**src/rtl/lin_pkg.sv**
```systemverilog
// Shared helpers for the 2-D tile datapath (feature_tile_assembler -> delay_buffer_2d).
//
// Tile indexing convention used by every block in this chain:
//   tile[feature][sample] -- the feature index is the outer (row) dimension and the
//   sample index is the inner (column) dimension, so tile[f][n] is feature f of the
//   n-th sample placed into the tile. Tile dimensions are module parameters; this
//   package only provides the width helpers derived from them.
package lin_pkg;

    // Width of a counter that must hold values 0..n inclusive.
    function automatic int cnt_w(input int n);
        return $clog2(n + 1);
    endfunction

    // Width of an index that addresses 0..n-1; never narrower than one bit.
    function automatic int idx_w(input int n);
        return (n > 1) ? $clog2(n) : 1;
    endfunction

endpackage

```
**src/rtl/feature_tile_assembler_bank.sv**
```systemverilog
// tile_bank: storage for one [NUM_FEATURES][N] tile plus the number of valid columns.
//
// Ports:
//   clk, rst_n   clock and asynchronous active-low reset (clears storage and count)
//   wr_en        write the incoming feature vector into column `col`
//   col          column index of the write
//   close        this write ends the tile: zero columns above `col`, latch count
//   in_data      one sample's feature vector, in_data[f]
//   data         stored tile, data[f][n]
//   cols         number of valid columns of the last closed tile
module tile_bank
    import lin_pkg::*;
#(
    parameter int NUM_FEATURES = 4,
    parameter int N            = 4,
    parameter int PRECISION    = 4
) (
    input  logic                                          clk,
    input  logic                                          rst_n,
    input  logic                                          wr_en,
    input  logic [idx_w(N)-1:0]                           col,
    input  logic                                          close,
    input  logic [NUM_FEATURES-1:0][PRECISION-1:0]        in_data,
    output logic [NUM_FEATURES-1:0][N-1:0][PRECISION-1:0] data,
    output logic [cnt_w(N)-1:0]                           cols
);

    localparam int KW = cnt_w(N);

    // NOTE: this storage is reset on purpose: the tile output must read as all
    // zeros straight after reset, so it is built from resettable flops, not a RAM.
    always_ff @(posedge clk or negedge rst_n) begin
        if (!rst_n) begin
            data <= '0;
            cols <= '0;
        end else if (wr_en) begin
            for (int f = 0; f < NUM_FEATURES; f++) begin
                for (int n = 0; n < N; n++) begin
                    if (n == int'(col)) begin
                        data[f][n] <= in_data[f];
                    end else if (close && (n > int'(col))) begin
                        // Tail columns of a short tile must not leak an older tile.
                        data[f][n] <= '0;
                    end
                end
            end
            if (close) begin
                cols <= KW'(col) + KW'(1);
            end
        end
    end

endmodule

```
**src/rtl/feature_tile_assembler.sv**
```systemverilog
// feature_tile_assembler: packs a stream of feature vectors into 2-D tiles
// [NUM_FEATURES][N] for delay_buffer_2d, using two ping-pong tile banks so one
// tile fills while the other is held on the output.
//
// Ports:
//   clk, rst_n   clock and asynchronous active-low reset
//   in_valid     input beat valid
//   in_ready     a beat can be accepted (depends only on registered occupancy)
//   in_data      one sample's feature vector, in_data[f]
//   in_last      closes the current tile after this beat (zero-fills the rest)
//   out_valid    a closed tile is presented
//   out_ready    downstream takes the tile
//   odata        presented tile, odata[f][n] = feature f of the n-th beat
//   out_cols     valid columns in the presented tile (1..N)
module feature_tile_assembler
    import lin_pkg::*;
#(
    parameter int NUM_FEATURES = 4,
    parameter int N            = 4,
    parameter int PRECISION    = 4
) (
    input  logic                                          clk,
    input  logic                                          rst_n,
    input  logic                                          in_valid,
    output logic                                          in_ready,
    input  logic [NUM_FEATURES-1:0][PRECISION-1:0]        in_data,
    input  logic                                          in_last,
    output logic                                          out_valid,
    input  logic                                          out_ready,
    output logic [NUM_FEATURES-1:0][N-1:0][PRECISION-1:0] odata,
    output logic [cnt_w(N)-1:0]                           out_cols
);

    localparam int CW = idx_w(N);
    localparam int KW = cnt_w(N);

    logic [CW-1:0] col;        // next column to write in the filling bank
    logic          wr_sel;     // bank being filled
    logic          rd_sel;     // bank presented on the output
    logic [1:0]    occupancy;  // closed tiles waiting for downstream (0..2)

    logic accept;
    logic close;
    logic consume;

    logic [1:0][NUM_FEATURES-1:0][N-1:0][PRECISION-1:0] bank_data;
    logic [1:0][KW-1:0]                                 bank_cols;

    // Both flags come from the occupancy register alone, so out_ready never
    // reaches in_ready combinationally and in_data never reaches odata.
    assign in_ready  = (occupancy < 2'd2);
    assign out_valid = (occupancy != 2'd0);

    assign accept  = in_valid && in_ready;
    assign close   = accept && (in_last || (col == CW'(N - 1)));
    assign consume = out_valid && out_ready;

    for (genvar b = 0; b < 2; b++) begin : g_bank
        tile_bank #(
            .NUM_FEATURES(NUM_FEATURES),
            .N           (N),
            .PRECISION   (PRECISION)
        ) u_bank (
            .clk    (clk),
            .rst_n  (rst_n),
            .wr_en  (accept && (wr_sel == 1'(b))),
            .col    (col),
            .close  (close),
            .in_data(in_data),
            .data   (bank_data[b]),
            .cols   (bank_cols[b])
        );
    end

    assign odata    = bank_data[rd_sel];
    assign out_cols = bank_cols[rd_sel];

    // NOTE: sequential state uses non-blocking assignments so every register
    // samples the pre-edge values, independent of statement order.
    always_ff @(posedge clk or negedge rst_n) begin
        if (!rst_n) begin
            col       <= '0;
            wr_sel    <= 1'b0;
            rd_sel    <= 1'b0;
            occupancy <= 2'd0;
        end else begin
            if (accept) begin
                col <= close ? '0 : col + CW'(1);
            end
            if (close) begin
                wr_sel <= ~wr_sel;
            end
            if (consume) begin
                rd_sel <= ~rd_sel;
            end
            // A close and a consume on the same edge cancel out.
            case ({close, consume})
                2'b10:   occupancy <= occupancy + 2'd1;
                2'b01:   occupancy <= occupancy - 2'd1;
                default: occupancy <= occupancy;
            endcase
        end
    end

endmodule

```
**config.mk**
```make
export PLATFORM = sky130hd
export DESIGN_NAME = feature_tile_assembler
export DESIGN_NICKNAME = d
export VERILOG_FILES = /design/src/rtl/lin_pkg.sv /design/src/rtl/feature_tile_assembler_bank.sv /design/src/rtl/feature_tile_assembler.sv
export SDC_FILE = /design/constraint.sdc
export NUM_CORES = 1
export LEC_CHECK = 0
export CORE_MARGIN = 1
export CORE_UTILIZATION = 35
export CTS_CLUSTER_SIZE = 24
export DETAILED_ROUTE_END_ITERATION = 10
export SETUP_SLACK_MARGIN = 0.3
export SLEW_MARGIN = 30
export SYNTH_ARGS = -nofsm -noshare
export SYNTH_HDL_FRONTEND = slang
export SYNTH_SLANG_ARGS = --single-unit
```
**constraint.sdc**
```tcl
create_clock -name clk -period 2.55 [get_ports clk]
set_clock_uncertainty 0.15 [all_clocks]
set_input_delay 0.51 -clock clk [delete_from_list [all_inputs] [get_ports clk]]
set_output_delay 0.51 -clock clk [all_outputs]
set_load 0.05 [all_outputs]
```
==> summary.md <==
| Metric | Value |
|---|---|
| Largest family of logic cells by synthesized area | multiplexers |
| Via count | 4,443 |
| Complex-gate fraction of the synthesized area | 11.22% |
| Met1 Usage GRT | 22.74% |
| Die area | 0.01929 mm^2 |
| Hold Crit Class | reg2reg |
| F_max | 428.6 MHz |
| Post-synthesis mux area share | 23.46% |
| Share of layout cells above drive strength 1 | 42.95% |
| Core Region | 0.01815 mm^2 |
| CP cell instances | buf_12 > clkbuf_16 > mux2_2 > buf_4 |
| Post-synthesis cell count | 500 |
| Worst Tran Pin Value | 0.7447 ns |
| CTS max path bufs | 2 |
| Synth unique cells | 34 |
| Adder-cell share of the synthesized area | 1.145% |
| Highest ir drop seen on vdd | 0.5976 mV |
| Vias per inst | 5.296 |
| Final count of hold timing violations | 0 |
| Setup violations, final | 0 |
| Met2 usage | 28.71% |
| Psw | 4.933 mW |
| Post-synth ARST share | 100.0% |
| Lkg Pwr | 3.861 nW |
| Cell internal pwr | 7.107 mW |
| Post-Synth XOR/XNOR Area | 0.5341% |
| Die Y | 138.9 um |
| Most common flop cell mapped by yosys | dfrtp_1 |
| Top cell type's share of synthesized area | 53.41% |
| Pwr/cell area | 1446 mW/mm^2 |
| Flip-flop and latch count after synthesis | 140 |
| 1st-iter DRT viols | 306 |
| WL/cell | 19.98 um |
| Finished Layout Cells | 839 |
| Top cells by count, synth | dfrtp_1 (140), mux2_2 (122), o21ai_0 (40), nand2b_1 (33) |
| Antenna Nets Post-Route | 0 |
| Gr usage total | 17.58% |
| Top post-synthesis cells by area | dfrtp_1 (53%), mux2_2 (21%), a22o_1 (4.3%), a22oi_1 (3.7%), nand2b_1 (3.1%) |
| Number of inserted diodes | 0 |
| First-pass GRT wire length | 26,090 um |
| Post-Synth Simple-Gate Area | 7.383% |
| Root Buffer | clkbuf_16 |
| Final Core Density | 45.88% |
| Syn_nets | 527 |
| Largest net degree at the start of global routing | 52 |
| Seq pwr share | 29.7% |
| CP Data Arrival Time | 1.67 ns |
| Placed Cells | 803 |
| Startpoint types | register |
| GR peak layer | met2 |
| Initial antenna violation count | 0 |
| Area leader, netlist | dfrtp_1 |
| Final WS setup | 0.2167 ns |
| Most instantiated library cell after synthesis | dfrtp_1 |
| CTS tree | built |
| Final instance area | 0.008325 mm^2 |
| # IOs | 90 |
| PortBufs | 89 |
| Num Clock Sinks | 140 |
| Inserted Clock Buffers | 17 |
| Post-synth EDFFs | 0 |
| DRT Pass-1 Iters | 7 |
| Crit. End Element | output port |
| Cell Rows | 49 |
| Pre-CTS WS | 0.06862 ns |
| # fillers | 1,650 |
| Level count of the clock H-tree | 4 |
| Worst path slowest cell | dfrtp_2 |
| Max FO, Critical Path | 13 |
| Synthesized area | 0.006559 mm^2 |
| Clk_lat worst skew | 0.42 ns |
| Nets | 625 |
| Worst Path Required | 1.89 ns |
| Die Width | 138.9 um |
| Clock slew at reported path FFs | 0.06 ns |
| Met3 Usage GRT | 4.351% |
| Drt drc | 3 |
| Crit path time final | 2.333 ns |
| Total wire length | 16,760 um |
| Syn_area_per_cell | 13.12 um^2 |
| GPL Wtd Cong | 0.7835 |
| Slew headroom | 50.35% |
| P&R area growth vs syn | 26.94% |
| Final period utilization | 91.50% |
| Fin. max-slew vios | 0 |
| CP max stage delay | 0.37 ns |
| Yosys warns | 0 |
| Power Total | 12.04 mW |
| Final global-route overflow total | 0 |
| Failing checks | DRC |
| Setup_tns | 0 ns |
| Initial Util | 36.14% |
| Number of max-cap violations | 0 |
| Kind of critical path | reg2out |
| RSZ-0062 raised after global routing | true |
| DP Wirelength | 10,520 um |
| Sw Ratio | 40.97% |
| Sequential element share of the synthesized area | 53.41% |
| Fin Hold WS | 0.3266 ns |
| Share of power burned in combinational logic | 50.4% |
| Placed inst area | 0.007645 mm^2 |
| Outcome | finished, violations left |
| Clock network fraction of design power | 19.8% |
| Vias in the first global route | 4,673 |
## worst paths after layout
path	startpoint	to	slack (ns)	depth (start not counted)
setup / recovery	rd_sel	odata[14]	0.22	4
min in group asynchronous	rst_n	g_bank[1].u_bank.data[56]	0.45	2
hold reg to reg	g_bank[0].u_bank.cols[2]	g_bank[0].u_bank.cols[2]	0.33	1
max in group asynchronous	rst_n	g_bank[0].u_bank.data[53]	1.09	3
hold / removal	g_bank[0].u_bank.cols[2]	g_bank[0].u_bank.cols[2]	0.33	1
setup reg to reg	col[0]	g_bank[0].u_bank.data[27]	0.40	4
## timing repair
action,4_1_cts,5_1_grt
resized for setup,2,11
hold buffers,1,0
buffers inserted,0,1
cloned,0,3
endpoints found under the setup margin,69,71
endpoints found under the hold margin,44,0
## routing by layer
| layer | vias up | wire length (um) | part of all wire (%) |
|---|---|---|---|
| met5 | - | 0 | 0 |
| met4 | 0 | 204 | 1.2 |
| met3 | 15 | 941 | 5.6 |
| met2 | 118 | 8348 | 50 |
| met1 | 2288 | 7265 | 43 |
| li1 | 2022 | - | - |
## kinds of logic (layout without fill, tap and decap cells)
kind of cell / after synthesis / after routing
AOI/OAI and AO/OA: 106 / 106
xor gates and xnor gates: 4 / 4
adders and majority gates: 6 / 6
buffers and inverters: 38 / 148
DFF: 140 / 140
muxes: 133 / 133
and+or+nand+nor: 73 / 73
## critical path: cells and delay by family (launching register included)
family	cells	cell delay (ns)
flops	1	0.37
mux	1	0.36
buf+inv	3	0.52
## registers in the layout, summed over array words and instances (netlist names)
register,cells
g_bank.u_bank.data,128
wr_sel,1
occupancy,2
col,2
rd_sel,1
g_bank.u_bank.cols,6
## power by group through the flow
stage	Clock (mW)	Sequential (mW)	Combinational [mW]
2_1_floorplan	0	3.42	4.42
3_3_place_gp	0	3.55	5.80
3_5_place_dp	0	3.61	5.89
4_1_cts	2.41	3.58	5.90
5_1_grt	2.53	3.70	6.43
6_report	2.39	3.58	6.07
## final cells by class
type	instances	area [um^2]	share of cell area, %
well taps	229	286.5	3.442
clock buffers	23	467.9	5.621
repair buffers	114	1075	12.91
clock inverters	8	92.59	1.112
inverters	3	11.26	0.1353
multi-input cells	322	2888	34.69
flip-flops and latches	140	3505	42.09
## cells in the final DEF, fill, tap and decap left out, types with 9 or more instances in the layout
cell type / count
clkdlybuf4s50_1: 19
mux2_4: 13
a22oi_1: 32
and2_1: 17
o21ai_0: 40
mux2_2: 120
dfrtp_1: 139
nand2b_1: 33
buf_4: 75
clkbuf_16: 19
buf_12: 9
a22o_1: 32
(Power assumes the default switching activity.)
